<file path="src/rtl/mc_ctrl_pkg.sv">
// rtl/mc_ctrl_pkg.sv - opcode and state codes, control-word layout for the multicycle MIPS control unit.
package mc_ctrl_pkg;

  localparam logic [5:0] OP_LW    = 6'b100011;
  localparam logic [5:0] OP_SW    = 6'b101011;
  localparam logic [5:0] OP_RTYPE = 6'b000000;
  localparam logic [5:0] OP_BEQ   = 6'b000100;
  localparam logic [5:0] OP_J     = 6'b000010;
  localparam logic [5:0] OP_ADDI  = 6'b001000;

  typedef enum logic [3:0] {
    S_FETCH  = 4'd0,
    S_DECODE = 4'd1,
    S_MEMADR = 4'd2,
    S_MEMRD  = 4'd3,
    S_MEMWB  = 4'd4,
    S_MEMWR  = 4'd5,
    S_EXEC   = 4'd6,
    S_ALUWB  = 4'd7,
    S_BRANCH = 4'd8,
    S_JUMP   = 4'd9,
    S_ADDIEX = 4'd10,
    S_ADDIWB = 4'd11
  } state_e;

  localparam int CTRL_W = 16;

  typedef struct packed {
    logic       pc_write;
    logic       pc_write_cond;
    logic       iord;
    logic       mem_read;
    logic       mem_write;
    logic       ir_write;
    logic       mem_to_reg;
    logic       reg_dst;
    logic       reg_write;
    logic       alu_src_a;
    logic [1:0] alu_src_b;
    logic [1:0] alu_op;
    logic [1:0] pc_source;
  } ctrl_t;

  // States whose exit into FETCH completes an instruction.
  function automatic logic is_retire_state(input state_e s);
    case (s)
      S_MEMWB, S_MEMWR, S_ALUWB, S_BRANCH, S_JUMP: is_retire_state = 1'b1;
`ifdef MC_CTRL_ADDI_EN
      S_ADDIWB: is_retire_state = 1'b1;
`endif
      default: is_retire_state = 1'b0;
    endcase
  endfunction

endpackage

</file>
<file path="src/rtl/mc_ctrl_decode.sv">
// rtl/mc_ctrl_decode.sv - combinational state-to-control-word decode (MC_CTRL_ADDI_EN adds the ADDI states).
module mc_ctrl_decode
  import mc_ctrl_pkg::*;
(
  input  logic [3:0]        state,
  input  logic              mem_ready,
  output logic [CTRL_W-1:0] ctrl
);

  ctrl_t c;

  always_comb begin
    c = '0;
    case (state)
      S_FETCH: begin
        c.mem_read  = 1'b1;
        c.alu_src_b = 2'b01;
        c.ir_write  = mem_ready;
        c.pc_write  = mem_ready;
      end
      S_DECODE: c.alu_src_b = 2'b11;
      S_MEMADR: begin
        c.alu_src_a = 1'b1;
        c.alu_src_b = 2'b10;
      end
      S_MEMRD: begin
        c.iord     = 1'b1;
        c.mem_read = 1'b1;
      end
      S_MEMWB: begin
        c.mem_to_reg = 1'b1;
        c.reg_write  = 1'b1;
      end
      S_MEMWR: begin
        c.iord      = 1'b1;
        c.mem_write = 1'b1;
      end
      S_EXEC: begin
        c.alu_src_a = 1'b1;
        c.alu_op    = 2'b10;
      end
      S_ALUWB: begin
        c.reg_dst   = 1'b1;
        c.reg_write = 1'b1;
      end
      S_BRANCH: begin
        c.alu_src_a     = 1'b1;
        c.alu_op        = 2'b01;
        c.pc_write_cond = 1'b1;
        c.pc_source     = 2'b01;
      end
      S_JUMP: begin
        c.pc_write  = 1'b1;
        c.pc_source = 2'b10;
      end
`ifdef MC_CTRL_ADDI_EN
      S_ADDIEX: begin
        c.alu_src_a = 1'b1;
        c.alu_src_b = 2'b10;
      end
      S_ADDIWB: c.reg_write = 1'b1;
`endif
      default: c = '0;
    endcase
    ctrl = c;
  end

endmodule

</file>
<file path="src/rtl/mc_ctrl_fsm.sv">
// rtl/mc_ctrl_fsm.sv - multicycle MIPS control FSM with wait handshake, illegal-op pulse and retire counter (MC_CTRL_ADDI_EN enables ADDI).
module mc_ctrl_fsm
  import mc_ctrl_pkg::*;
#(
  parameter int OP_W    = 6,
  parameter int STATE_W = 4,
  parameter int CNT_W   = 16
) (
  input  logic               clk,
  input  logic               reset,
  input  logic [OP_W-1:0]    op,
  input  logic               mem_ready,
  output logic               pc_write,
  output logic               pc_write_cond,
  output logic               iord,
  output logic               mem_read,
  output logic               mem_write,
  output logic               ir_write,
  output logic               mem_to_reg,
  output logic               reg_dst,
  output logic               reg_write,
  output logic               alu_src_a,
  output logic [1:0]         alu_src_b,
  output logic [1:0]         alu_op,
  output logic [1:0]         pc_source,
  output logic               illegal_op,
  output logic [STATE_W-1:0] state,
  output logic [CNT_W-1:0]   retired
);

  state_e           state_q, state_d;
  logic [CNT_W-1:0] retired_q, retired_d;
  logic             illegal_d;
  logic [CTRL_W-1:0] ctrl_raw;
  ctrl_t            ctrl;

  logic is_lw, is_sw, is_rtype, is_beq, is_j, is_addi;

  assign is_lw    = (op == OP_W'(OP_LW));
  assign is_sw    = (op == OP_W'(OP_SW));
  assign is_rtype = (op == OP_W'(OP_RTYPE));
  assign is_beq   = (op == OP_W'(OP_BEQ));
  assign is_j     = (op == OP_W'(OP_J));
  assign is_addi  = (op == OP_W'(OP_ADDI));

  always_comb begin
    state_d   = state_q;
    retired_d = retired_q;
    illegal_d = 1'b0;
    case (state_q)
      S_FETCH: if (mem_ready) state_d = S_DECODE;
      S_DECODE: begin
        if (is_lw || is_sw)  state_d = S_MEMADR;
        else if (is_rtype)   state_d = S_EXEC;
        else if (is_beq)     state_d = S_BRANCH;
        else if (is_j)       state_d = S_JUMP;
`ifdef MC_CTRL_ADDI_EN
        else if (is_addi)    state_d = S_ADDIEX;
`endif
        else begin
          state_d   = S_FETCH;
          illegal_d = 1'b1;
        end
      end
      S_MEMADR: begin
        if (is_lw)      state_d = S_MEMRD;
        else if (is_sw) state_d = S_MEMWR;
        else            state_d = S_FETCH;
      end
      S_MEMRD: if (mem_ready) state_d = S_MEMWB;
      S_MEMWR: if (mem_ready) state_d = S_FETCH;
      S_EXEC:  state_d = S_ALUWB;
`ifdef MC_CTRL_ADDI_EN
      S_ADDIEX: state_d = S_ADDIWB;
`endif
      default: state_d = S_FETCH;
    endcase
    if (state_d == S_FETCH && is_retire_state(state_q))
      retired_d = retired_q + CNT_W'(1);
  end

  always_ff @(posedge clk or posedge reset) begin
    if (reset) begin
      state_q   <= S_FETCH;
      retired_q <= '0;
    end else begin
      state_q   <= state_d;
      retired_q <= retired_d;
    end
  end

  mc_ctrl_decode u_decode (
    .state     (state_q),
    .mem_ready (mem_ready),
    .ctrl      (ctrl_raw)
  );

  assign ctrl          = ctrl_t'(ctrl_raw);
  assign pc_write      = ctrl.pc_write;
  assign pc_write_cond = ctrl.pc_write_cond;
  assign iord          = ctrl.iord;
  assign mem_read      = ctrl.mem_read;
  assign mem_write     = ctrl.mem_write;
  assign ir_write      = ctrl.ir_write;
  assign mem_to_reg    = ctrl.mem_to_reg;
  assign reg_dst       = ctrl.reg_dst;
  assign reg_write     = ctrl.reg_write;
  assign alu_src_a     = ctrl.alu_src_a;
  assign alu_src_b     = ctrl.alu_src_b;
  assign alu_op        = ctrl.alu_op;
  assign pc_source     = ctrl.pc_source;
  assign illegal_op    = illegal_d;
  assign state         = STATE_W'(state_q);
  assign retired       = retired_q;

endmodule
</file>
<file path="config.mk">
export PLATFORM = sky130hd
export DESIGN_NAME = mc_ctrl_fsm
export DESIGN_NICKNAME = d
export VERILOG_FILES = /design/src/rtl/mc_ctrl_pkg.sv /design/src/rtl/mc_ctrl_decode.sv /design/src/rtl/mc_ctrl_fsm.sv
export SDC_FILE = /design/constraint.sdc
export NUM_CORES = 1
export LEC_CHECK = 0
export CAP_MARGIN = 20
export CORE_MARGIN = 4
export CORE_UTILIZATION = 49
export DETAILED_ROUTE_END_ITERATION = 8
export PLACE_DENSITY_LB_ADDON = 0.05
export SYNTH_ARGS = -nofsm -noshare
export SYNTH_HDL_FRONTEND = slang
export SYNTH_HIERARCHICAL = 1
export SYNTH_SLANG_ARGS = --single-unit
export TNS_END_PERCENT = 50
</file>
<file path="constraint.sdc">
create_clock -name clk -period 5.7 [get_ports clk]
set_clock_uncertainty 0.05 [all_clocks]
set_input_delay 0.57 -clock clk [delete_from_list [all_inputs] [get_ports clk]]
set_output_delay 0.57 -clock clk [all_outputs]
set_load 0.1 [all_outputs]
</file>
== Word-level counts from Yosys, hierarchy flattened ==
Cells that the tools add are included.
Storage, ports and cells
  input port bits: 9
  output and inout bits: 37
  bits in registers: 20
  word-level logic and storage cells: 55
Cells by class
  equality and inequality tests: 13
  multiplexer cells: 29
  add/sub/neg operators: 1
  reductions and logical operators: 10
Operator list (count)
  4-bit two-way mux: 7
  4-bit case mux with 6 select lines: 1
  16-bit by 1-bit adder with 16-bit output, second input constant: 1
  4-bit by 3-bit equality test with 1-bit output, second input constant: 4
  1-bit two-way mux: 15
  6-bit equality test, second input constant: 2
  4-bit by 2-bit equality test with 1-bit output, second input constant: 2
  4-bit equality test, second input constant: 2
  4-bit logical NOT: 2
  2-bit case mux with 2 select lines: 2
  6-bit by 2-bit equality test with 1-bit output, second input constant: 1
  6-bit by 3-bit equality test with 1-bit output, second input constant: 1
  6-bit logical NOT: 1
  3-bit two-way mux: 2
  2-bit case mux with 3 select lines: 1
  2-bit OR reduction: 3
  5-bit OR reduction: 1
  4-bit by 1-bit equality test with 1-bit output, second input constant: 1
  3-bit OR reduction: 1
  1-bit case mux with 2 select lines: 1
  1-bit logical AND: 1
  1-bit logical OR: 1

== Depth between registers and ports, before layout ==
  word-level depth: 8
  depth in mapped cells: 7
  mapped depth without buffers: 5

== Cells and area by module ==
Netlist, hierarchy kept.
By module, submodules not included
  mc_ctrl_fsm: cells each 114, area an instance 1204.9 µm², seq. area each 500.5 µm², times used 1
  mc_ctrl_decode: cells each 29, area an instance 203.9 µm², seq. area each 0.0 µm², times used 1

== Worst setup path after synthesis ==
No wires, ideal clock.
  kind: flip-flop to output port
  from: register state_q[3], in the netlist state[3]
  to: output port pc_write_cond
  cell stages (with the launch flop): 4
  path slack: -161 ps
  data required time: 5080 ps
  arrival: 5241 ps
  path buffers: 2
  cells stage by stage: dfrtp_1 > buf_2 > nor4b_1 > buf_4
On the way
  word-level cells in the longest chain between the ends: 2
Ends and longest elaborated chain
  start: declaration: RTL line mc_ctrl_fsm.sv:31  | state_e state_q, state_d;
  start signal: assignment: RTL line mc_ctrl_fsm.sv:87  | state_q <= state_d;
  4-bit equality test: RTL line mc_ctrl_decode.sv:14  | case (state)
  1-bit two-way mux: RTL line mc_ctrl_decode.sv:14
  end: declaration: RTL line mc_ctrl_fsm.sv:14  | output logic pc_write_cond,
Every way passes these cells.

== Worst setup path after layout ==
  from: register state_q[0], in the netlist state[0]
  to: output port illegal_op
On the way
  word-level cells in the longest chain between the ends: 2
Ends and longest elaborated chain
  4-bit by 1-bit equality test with 1-bit output: RTL line mc_ctrl_fsm.sv:50  | case (state_q)
  1-bit two-way mux: RTL line mc_ctrl_fsm.sv:50
  end: declaration: RTL line mc_ctrl_fsm.sv:26  | output logic illegal_op,
Every way passes these cells.

==> flow_metrics.tcl <==
set metrics [dict create \
    die_w_um 61.6 \
    yosys_warnings 6 \
    yosysTopAreaCellShare_pct 35.5 \
    synth_seq_cells 20 \
    post-cts-setup-buffer-count 0 \
    dr.first_iter.drc_count 80 \
    syn_area_um2 1410 \
    hold_buffers 0 \
    vias 1222 \
    post-dp-hpwl_mm 2.20 \
    io_buffers 45 \
    cts_buffer_depth 2 \
    nFillCells 235 \
    layout.cells.non_filler 215 \
    report.final.slew_viol_count 0 \
    htree_levels 1 \
    peakVddDrop_uv 432 \
    routedWlPerCell_um 13.9 \
    hold_slack_ns 0.424 \
    period_share_pct 63.9 \
    cap_violations 0 \
    finish.net_count 195 \
    critPathSlowestCell "clkdlybuf4s50_1" \
    fmax_mhz 275 \
    min_period_ns 3.64 \
    tightestPinTransition_ns 0.982 \
    clkTransAtPathRegs_ns 0.11 \
    ant_nets 0 \
    grt_usage_pct 16.6 \
    grt_start_max_net_pins 25 \
    p_int_w 0.000252 \
    slowest_delay_ns 1.13 \
    setup_viol_count_final 0 \
    required_ns 5.08 \
    first_pass_iters 4 \
    clk_latency_ns 0.31 \
    synth_seq_area_share_pct 35.5 \
    criticalPathCategory "flop to output pin" \
    grt_pass1_vias 1125 \
    syn_to_final_growth_pct 32.7 \
    power.density_cell_area_nw_per_um2 265 \
    leakage_nw 0.636 \
    switching_power_w 0.000244 \
    io_pins 46 \
    cp_data_arrival_time_ns 3.02 \
    cts_root_buffer "clkbuf_4" \
    p_comb_share_pct 47.2 \
    synth.avg_cell_area_um2 9.85 \
    critical_path.max_fanout 24 \
    synthFlopType "dfrtp_1" \
    grt_pass1_wl_mm 4.78 \
    status "completed" \
    cp_cell_sequence "or4b_4 > nand2b_1 > nor2_1 > clkdlybuf4s50_1" \
    syn_nets 153 \
    fin_area_um2 1870 \
    wl_mm 3.00 \
    gp_congestion 0.820 \
    rsz0062_at_grt "false" \
    tns_ns 0 \
    cts-buffers-inserted 3 \
    synth_edf_count 0 \
    end_kind "output pin" \
    via_per_inst 5.68 \
    synth_top_cell_by_area "dfrtp_1" \
    synthTopCellsByArea "dfrtp_1 36%, nor4_2 8.9%, xor2_1 7.5%" \
    cts.sinks 20 \
    layout_common_cells "45 x clkdlybuf4s50_1, 20 x dfrtp_1, 12 x xor2_1" \
    die-area_um2 3800 \
    start_util_pct 51.1 \
    dieHeight_um 61.6 \
    layout_commonest_cell "clkdlybuf4s50_1" \
    grt_overflow_total 0 \
    slew_headroom_pct 34.3 \
    drive_gt1_share_pct 11.4 \
    synthArstFlopShare_pct 100 \
    seqPwrFrac_pct 35.9 \
    drc 0 \
    cts_tree "yes" \
    std_cell_rows 19 \
    hold_path.class "flop to flop" \
    diodes 0 \
    final_hold_viol_count 0 \
    worst_setup_path_start_kind "flop" \
    r2r_slack_ns 3.39 \
    synthDistinctLibCells 46 \
    post_dp_cell_area_um2 1830 \
    synth_cells 143 \
    core_area_um2 2760 \
    dp_cells 211 \
    antenna_found_initial 0 \
    p_sw_share_pct 49.2 \
    ctsResizeCount 0 \
    clkPwrFrac_pct 16.9 \
]
-- path summary, 6_finish.rpt --
kind / startpoint / endpoint / cells past startpoint
hold / removal: retired[15] / retired[15] / 1
max in group asynchronous: reset / state[0] / 2
setup / recovery: state[0] / illegal_op / 4
hold reg to reg: retired[15] / retired[15] / 1
setup reg to reg: state[1] / retired[6] / 5
min in group asynchronous: reset / retired[11] / 2
-- Yosys cell counts, types with 2 or more instances --
cell,instances
a21oi_1,3
and3_1,3
buf_2,2
buf_4,3
buf_6,2
dfrtp_1,20
inv_1,5
nand2_1,5
nand2b_1,4
nand3_1,7
nand4_1,5
nor2_1,10
nor2b_1,2
nor3_1,4
nor3b_1,4
nor4_1,4
nor4_2,10
nor4b_1,3
o21ai_0,2
or2_1,2
or3b_1,2
xnor2_1,6
xor2_1,12
-- stage by stage --
step | worst slack (ns) | total power (W) | utilization [%]
after floorplan | 0.582 | 0.000362 | -
after global placement | 2.29 | 0.000414 | 66.5
after detailed placement | 2.25 | 0.000416 | 66.5
after CTS | 2.04 | 0.000499 | 67.8
after global routing | 1.90 | 0.000515 | 67.8
final | 2.06 | 0.000496 | 67.8
-- layer usage --
metal,share of wire [%],global-route usage [%],wire [um]
met5,0,0,0
met4,2.0,7.58,61
met3,5.9,2.52,177
met2,48,28.6,1440
met1,44,20.4,1320
-- flip-flops by register name, summed over array words and instances, names as in the netlist --
signal and cells:
retired 16, state 4
-- worst max-delay path: cells and delay by family (launching register included) --
family	cells	cell delay [ns]
buffers and inverters	1	1.13
AND/OR/NAND/NOR	3	0.83
flip-flops	1	0.75
-- cell type report --
cell class	count	area [um2]	share of cell area (%)
multi-input combinational	109	817	43.7
sequential	20	500	26.8
timing repair buffer	46	458	24.5
tap	31	38.8	2.07
clock buffer	4	36.3	1.94
inverter	5	18.8	1.00
-- cell families (layout without fill, tap and decap cells) --
logic type	Yosys count	after routing	share of synthesized area [%]
xor gates and xnor gates	18	18	11.2
adders and majority gates	1	1	0.888
AOI/OAI and AO/OA	14	14	6.84
DFF	20	20	35.5
and+or+nand+nor	75	75	37.8
muxes	1	1	0.799
buffers and inverters	14	55	6.93
-- power by group through the flow --
stage | clock network (W) | registers (W) | logic [W]
finish | 0.0000839 | 0.000178 | 0.000234
global route | 0.0000910 | 0.000182 | 0.000243
CTS | 0.0000846 | 0.000178 | 0.000236
detailed placement | 0 | 0.000180 | 0.000236
global placement | 0 | 0.000180 | 0.000234
floorplan | 0 | 0.000276 | 0.0000861
(Power assumes the default switching activity.)
